<file path="config.mk">
export PLATFORM = sky130hd
export DESIGN_NAME = multi_clk_div
export DESIGN_NICKNAME = d
export VERILOG_FILES = /design/src/rtl/multi_clk_div.sv
export SDC_FILE = /design/constraint.sdc
export NUM_CORES = 1
export LEC_CHECK = 0
export CORE_ASPECT_RATIO = 0.8
export CORE_MARGIN = 2
export CORE_UTILIZATION = 49
export CTS_CLUSTER_SIZE = 14
export DETAILED_ROUTE_END_ITERATION = 12
export PLACE_DENSITY = 0.65
export SKIP_CTS_REPAIR_TIMING = 1
export SLEW_MARGIN = 20
export SYNTH_ARGS = -nofsm -noshare
export SYNTH_HDL_FRONTEND = slang
export SYNTH_SLANG_ARGS = --single-unit
</file>
<file path="constraint.sdc">
create_clock -name in_clk -period 10.5 [get_ports in_clk]
set_input_delay 3.15 -clock in_clk [delete_from_list [all_inputs] [get_ports in_clk]]
set_output_delay 3.15 -clock in_clk [all_outputs]
set_load 0.05 [all_outputs]
</file>
<file path="src/rtl/multi_clk_div.sv">
// rtl/multi_clk_div.sv - N-channel programmable clock divider / tick generator (optional CLKDIV_SYNC_EN adds sync_in)
module multi_clk_div #(
  parameter int NUM_CH      = 4,
  parameter int CNT_W       = 32,
  parameter int DEFAULT_DIV = 40000
) (
  input  logic              in_clk,
  input  logic              rst_n,
  input  logic              cfg_we,
  input  logic [3:0]        cfg_ch,
  input  logic [CNT_W-1:0]  cfg_div,
  input  logic              cfg_en,
  input  logic              cfg_oneshot,
`ifdef CLKDIV_SYNC_EN
  input  logic              sync_in,
`endif
  output logic [NUM_CH-1:0] out_tick,
  output logic [NUM_CH-1:0] out_sq,
  output logic [NUM_CH-1:0] ch_en
);

  localparam logic [CNT_W-1:0] RST_DIV = CNT_W'(DEFAULT_DIV);
  localparam logic [CNT_W-1:0] MIN_DIV = CNT_W'(2);
  localparam logic [CNT_W-1:0] ONE     = CNT_W'(1);

  logic [CNT_W-1:0]  div_q [NUM_CH];
  logic [CNT_W-1:0]  div_d [NUM_CH];
  logic [CNT_W-1:0]  cnt_q [NUM_CH];
  logic [CNT_W-1:0]  cnt_d [NUM_CH];
  logic [CNT_W-1:0]  eff_div [NUM_CH];
  logic [CNT_W-1:0]  cnt_step [NUM_CH];
  logic [NUM_CH-1:0] en_q, en_d;
  logic [NUM_CH-1:0] oneshot_q, oneshot_d;
  logic [NUM_CH-1:0] tick_q, tick_d;
  logic [NUM_CH-1:0] sq_q, sq_d;
  logic [NUM_CH-1:0] term;
  logic [NUM_CH-1:0] wr_sel;
  logic              sync_hit;

`ifdef CLKDIV_SYNC_EN
  assign sync_hit = sync_in;
`else
  assign sync_hit = 1'b0;
`endif

  // Per-channel effective divisor, terminal-count detect and next count value
  always_comb begin
    term   = '0;
    wr_sel = '0;
    for (int i = 0; i < NUM_CH; i++) begin
      eff_div[i]  = (div_q[i] < MIN_DIV) ? MIN_DIV : div_q[i];
      // >= keeps the wrap safe even if cnt were ever beyond range
      term[i]     = (cnt_q[i] >= eff_div[i] - ONE);
      cnt_step[i] = term[i] ? '0 : cnt_q[i] + ONE;
      wr_sel[i]   = cfg_we && (cfg_ch == 4'(i));
    end
  end

  // Next-state: config write beats sync, sync beats normal counting
  always_comb begin
    en_d      = en_q;
    oneshot_d = oneshot_q;
    sq_d      = sq_q;
    tick_d    = '0;
    for (int i = 0; i < NUM_CH; i++) begin
      div_d[i] = div_q[i];
      cnt_d[i] = cnt_q[i];
      if (wr_sel[i]) begin
        div_d[i]     = cfg_div;
        en_d[i]      = cfg_en;
        oneshot_d[i] = cfg_oneshot;
        cnt_d[i]     = '0;
        sq_d[i]      = 1'b0;
      end else if (en_q[i] && sync_hit) begin
        cnt_d[i] = '0;
        sq_d[i]  = 1'b0;
      end else if (en_q[i]) begin
        cnt_d[i]  = cnt_step[i];
        tick_d[i] = term[i];
        sq_d[i]   = (cnt_step[i] < (eff_div[i] >> 1));
        if (term[i] && oneshot_q[i]) begin
          en_d[i] = 1'b0;
          sq_d[i] = 1'b0;
        end
      end
    end
  end

  // State registers with asynchronous reset to the default divisor, all enabled
  always_ff @(posedge in_clk or negedge rst_n) begin
    if (!rst_n) begin
      for (int i = 0; i < NUM_CH; i++) begin
        div_q[i] <= RST_DIV;
        cnt_q[i] <= '0;
      end
      en_q      <= '1;
      oneshot_q <= '0;
      tick_q    <= '0;
      sq_q      <= '0;
    end else begin
      for (int i = 0; i < NUM_CH; i++) begin
        div_q[i] <= div_d[i];
        cnt_q[i] <= cnt_d[i];
      end
      en_q      <= en_d;
      oneshot_q <= oneshot_d;
      tick_q    <= tick_d;
      sq_q      <= sq_d;
    end
  end

  assign out_tick = tick_q;
  assign out_sq   = sq_q;
  assign ch_en    = en_q;

endmodule

</file>
# After elaboration in Yosys (flattened, before gate mapping)
# Index checks and enable logic that the tools add are counted.
[word_totals] reg_bits=272 in_bits=41 output_inout_bits=12
[classes] n_addsub=8 order_cmp=12 n_eq_ne=3 n_mux=48 n_reduce_logical=13
[ops] cell="32-bit two-way mux" count=16
[ops] cell="32-bit by 1-bit adder with 32-bit output, second input constant" count=4
[ops] cell="32-bit >= comparator" count=4
[ops] cell="32-bit by 2-bit < comparator with 1-bit output, second input constant" count=4
[ops] cell="32-bit by 31-bit < comparator with 1-bit output" count=4
[ops] cell="32-bit by 1-bit subtractor with 32-bit output, second input constant" count=4
[ops] cell="1-bit two-way mux" count=32
[ops] cell="4-bit by 2-bit equality test with 1-bit output, second input constant" count=2
[ops] cell="1-bit logical AND" count=8
[ops] cell="2-bit nonzero test" count=4
[ops] cell="4-bit by 1-bit equality test with 1-bit output, second input constant" count=1
[ops] cell="4-bit zero test" count=1

# Longest topological paths before layout
[depth] word_depth=9 mapped_depth=31 ltp_nobuf=29

# Worst setup path after synthesis
# Ideal clock, no wire load.
[synth_path] kind="register to register" start="register div_q[90] (netlist name)" end="register sq_q[1], in the netlist out_sq[1]" setup_ns=0.068 arrival_ns=6.175 t_required_ns=10.432 path_slack_ns=4.257 stages_incl_launch_ff=29 synth_period_minus_slack_ns=6.243 cell_sequence="dfrtp_1 or4_4 or4_1 nor4_2 and2_2 nand2b_1 ha_1 and3_1 nand3_1 or3_1 nor4_1 xnor2_1 ha_1 and4_1 a221o_1 a211oi_1 a21oi_2 clkbuf_1 buf_1 nor2_1 ha_1 a21oi_1 nor2b_1 o21ai_0 o21ai_0 nor2_1 o221ai_1 a221oi_1 a32o_1"
[synth_via] elab_chain_cells=9 elab_cells_between_ends=10 cone_classes="add/sub (1); order compare (3); mux (5); reduce/logical (1)"
[synth_lines] item="start: declaration" line_no="26" rtl="logic [CNT_W-1:0] div_q [NUM_CH];"
[synth_lines] item="start signal: indexed assignment" line_no="102" rtl="div_q[i] <= div_d[i];"
[synth_lines] item="32-bit by 2-bit < comparator with 1-bit output" line_no="51" rtl="eff_div[i] = (div_q[i] < MIN_DIV) ? MIN_DIV : div_q[i];"
[synth_lines] item="32-bit two-way mux (*)" line_no="51"
[synth_lines] item="32-bit by 1-bit subtractor with 32-bit output" line_no="53" rtl="term[i] = (cnt_q[i] >= eff_div[i] - ONE);"
[synth_lines] item="32-bit >= comparator" line_no="53"
[synth_lines] item="32-bit two-way mux" line_no="54" rtl="cnt_step[i] = term[i] ? '0 : cnt_q[i] + ONE;"
[synth_lines] item="32-bit by 31-bit < comparator with 1-bit output" line_no="80" rtl="sq_d[i] = (cnt_step[i] < (eff_div[i] >> 1));"
[synth_lines] item="1-bit two-way mux (*)" line_no="81" rtl="if (term[i] && oneshot_q[i]) begin"
[synth_lines] item="1-bit two-way mux (*)" line_no="77" rtl="end else if (en_q[i]) begin"
[synth_lines] item="1-bit two-way mux (*)" line_no="68" rtl="if (wr_sel[i]) begin"
[synth_lines] item="end signal: assignment" line_no="108" rtl="sq_q <= sq_d;"
[synth_lines] item="end: declaration" line_no="35" rtl="logic [NUM_CH-1:0] sq_q, sq_d;"
# Mark *: on every way between the ends. The rest lies on a longest branch, timed or not. The select of a mux whose other input is x is not followed.
# A chain may end at the register's enable or synchronous reset.

# Worst setup path after layout
[layout_path] start="register div_q[121] (netlist name)" end="register sq_q[0], in the netlist out_sq[0]"
# Same word-level chain as after synthesis.

==> key figures <==
Run status
  • Status: finished, final reports clean

Routing
  • Residual DRC: 0
  • Post-DRT Antenna Nets: 0
  • Routed Wire Length: 64400 µm
  • Vias: between 15k and 20k
  • Initial DRC count: 1921
  • Vias/cell: 5.88
  • Per-cell routed wire length: about 19 µm
  • Drt pass-1 iters: 6

Logic synthesis
  • Post-Syn Instances: ~2.7k
  • Sequential fraction of the synthesis area: between 30% and 40%
  • Synth area leaders: dfrtp_1 28%, ha_1 15%, xnor2_1 6.9%
  • Top-area cell type share of the netlist area: 28.3%
  • Area leader, netlist: dfrtp_1
  • Mapped Area: roughly 22000 µm²
  • Mapped Avg Cell Area: 8.12 µm²
  • Yosys warns: 0
  • Number of synthesized register bits: ~270
  • Syn nets: around 3k
  • Asr flop ratio synth: 100%
  • Post-synth EDFFs: 0
  • Count leader, synth: nor2_1
  • Most frequent cells after synthesis: 300 x nor2_1, 293 x nand2_1, 256 x ha_1, 248 x dfrtp_1, 225 x o21ai_0
  • Prevailing post-synth register cell: dfrtp_1
  • Distinct cells, synth: between 70 and 80

Global routing
  • Met1 Use GR: 44.7%
  • Total GRT Usage: between 20% and 30%
  • Total global routing overflow: 0
  • GRT Max-Usage Layer: met1
  • Met3 Resource Use GR: under 10%
  • Met2 Use GR: between 30% and 40%
  • Global-route wire length before repair: between 100000 and 150000 µm
  • Largest net degree at the start of global routing: 96
  • Initial antenna violation count: 0
  • Vias in the first global route: between 15k and 20k

Timing
  • RSZ-0062 raised after global routing: no
  • Max-slew headroom: 31.1%
  • Fin Setup TNS: 0 ns
  • Period minus WS final: 7.35 ns
  • Setup ws final: around 3.2 ns
  • Slew Viols, Final: 0
  • Setup violators final: 0
  • Final Hold Violating Endpoints: 0
  • Final worst path period share: between 60% and 70%
  • Fmax: ~0.14 GHz
  • Worst Max-Slew Pin Slew: between 1 and 1.5 ns
  • Worst Skew: 0.0230 ns

Setup path
  • Kind of critical path: register to register
  • CP arrival: just under 8 ns
  • Crit path required time: ~11 ns
  • Worst Setup Start Kind: register
  • Max incr delay on CP: 0.60 ns
  • Worst-path maximum fanout: 50
  • Crit path max-delay family: simple AND/OR/NAND/NOR gates
  • Flop-to-flop setup slack: about 3.2 ns
  • Crit. End Element: register
  • Crit path buffers/inverters: 2
  • Slowest-stage cell, CP: or4_1

Place
  • Place WS: ~3.1 ns
  • GP Congestion: between 0.9 and 1
  • Detailed placement HPWL: roughly 48000 µm
  • Port Buffers: 52

Clock network
  • Clock transition at path regs: ~0.060 ns
  • Clock Sink Count: approximately 270
  • CTS Buffer Depth: 3
  • Clk root buf: clkbuf_16
  • H-Tree Depth: 2
  • Clk Latency, worst-skew pair: 0.55 ns
  • CTS tree: built
  • CTS Buf Count: 34

Floorplan
  • Initial core utilization: 49.4%
  • Ports: 53
  • Total Die Area: 46400 µm²
  • Chip height: roughly 190 µm
  • Site Rows: 69
  • Die width: between 200 and 250 µm
  • Core area: 44300 µm²

Pwr
  • Clock share of power: a little over a fifth
  • Leak: ~11 nW
  • Maximum vdd ir drop: about 96 µV
  • Comb pwr share: a little over two fifths
  • Flop pwr share: 34.5%
  • Power Density: ~220 nW/µm²
  • Power Internal: slightly below 3 mW
  • Final total power: around 5.4 mW
  • Switching Share: approximately 45%
  • Sw Pwr: around 2.4 mW

Final layout
  • Filler cells: around 4.1k
  • Ant. Diodes: 0
  • Layout cells sized above 1: 5.95%
  • Synth-to-Final Area Change: 9.85%
  • Nets: 2996

Run
  • Max_cap viols: 0

Min path
  • Min-delay worst type: register to register
-- state kept, by name, summed over array words and instances (netlist names) --
signal / cells
cnt_q: 128
ch_en: 4
div_q: 128
oneshot_q: 4
out_sq: 4
out_tick: 4
-- power by group through the flow --
stage	sequential [mW]	combinational (mW)	clock (mW)
detailed placement	1.86	2.30	0
floorplan	1.73	1.69	0
global route	1.92	2.66	1.26
global placement	1.85	2.22	0
finish	1.86	2.35	1.19
CTS	1.85	2.32	1.21
-- logic make-up (layout without fill, tap and decap cells) --
| family | Yosys count | count (layout) | synth area share (%) |
|---|---|---|---|
| AO/OA/AOI/OAI | 550 | 550 | 14.6 |
| XOR/XNOR | 229 | 229 | 9.16 |
| adder cells (fa/ha/maj) | 256 | 256 | 14.6 |
| buffers and inverters | 261 | 289 | 4.53 |
| flip-flops | 272 | 272 | 31.2 |
| multiplexers | 8 | 8 | 0.377 |
| AND/OR/NAND/NOR | 1120 | 1120 | 25.5 |
-- final cells by class --
| type | count | area (µm²) | share of cell area, % |
|---|---|---|---|
| sequential | 272 | 6840 | 28.4 |
| tap | 603 | 754 | 3.14 |
| multi-input combinational | 2163 | 14100 | 58.6 |
| clock buffer | 40 | 915 | 3.80 |
| timing repair buffer | 70 | 681 | 2.83 |
| clock inverter | 21 | 184 | 0.765 |
| inverter | 158 | 593 | 2.47 |
-- worst reg2reg max path, cell delays in order, from the launching register on --
cell,delay (ns)
dfrtp_1,0.42
or4_1,0.60
nor4b_1,0.43
nand4_1,0.29
o31ai_1,0.47
ha_1,0.31
inv_1,0.10
nor3_2,0.30
nand4_1,0.21
nand2b_1,0.25
nor4_1,0.31
xnor2_1,0.14
ha_1,0.32
nand4_1,0.10
nor2_1,0.17
nand2_1,0.11
a41o_1,0.27
nand2_1,0.09
buf_4,0.43
nor2_1,0.14
ha_1,0.32
a2111oi_0,0.44
a221oi_1,0.18
a211oi_1,0.33
nand2b_1,0.09
a21oi_1,0.13
a31oi_1,0.06
a22oi_1,0.26
-- final timing paths --
check / startpoint / endpoint / depth (start not counted)
min: div_q[0] / div_q[0] / 2
max in group asynchronous: rst_n / div_q[124] / 2
min reg2reg: div_q[0] / div_q[0] / 2
max: div_q[121] / out_sq[0] / 27
min in group asynchronous: rst_n / out_sq[3] / 1
max reg2reg: div_q[121] / out_sq[0] / 27
-- layer usage --
layer	vias up	share of wire (%)	routed length [µm]
met1	9280	50	32100
met4	0	3.1	1980
met2	644	40	25600
met3	99	7.2	4600
li1	9531	-	-
met5	-	0	0
-- per-stage QoR --
stage / util, % / cell area (µm²) / hold WS (ns) / std cells
6_report: 54.3 / 24000 / 0.530 / 3327
5_1_grt: 54.3 / 24000 / 0.562 / 3327
4_1_cts: 54.2 / 24000 / 0.532 / 3326
3_5_place_dp: 51.8 / 22900 / 0.515 / 3265
3_3_place_gp: 51.8 / 22900 / 0.514 / 3265
2_1_floorplan: - / 21900 / 0.446 / 2696
-- cell usage in the layout (no fill, tap or decap), types with 10 or more instances in the layout --
cell type	Yosys	final
nor4_1	43	43
nand3_1	86	86
buf_4	0	17
or3_1	20	20
inv_1	154	154
dfstp_2	24	24
dfrtp_1	248	248
nor3_1	102	101
ha_1	256	256
o21ai_0	225	225
nand2b_1	14	14
a21oi_1	180	180
xnor2_1	172	172
o31ai_1	10	10
and4_1	22	21
clkbuf_16	0	35
a21o_1	48	48
a31o_2	15	15
and2_1	14	13
nor4b_1	10	10
nand3b_1	18	18
nor2b_1	23	23
nand4_1	67	67
xor2_1	57	57
and3_1	57	55
clkdlybuf4s50_1	0	51
o21a_1	13	13
clkinv_2	0	10
nand2_1	293	293
nor2_1	300	299
(Power assumes the default switching activity.)
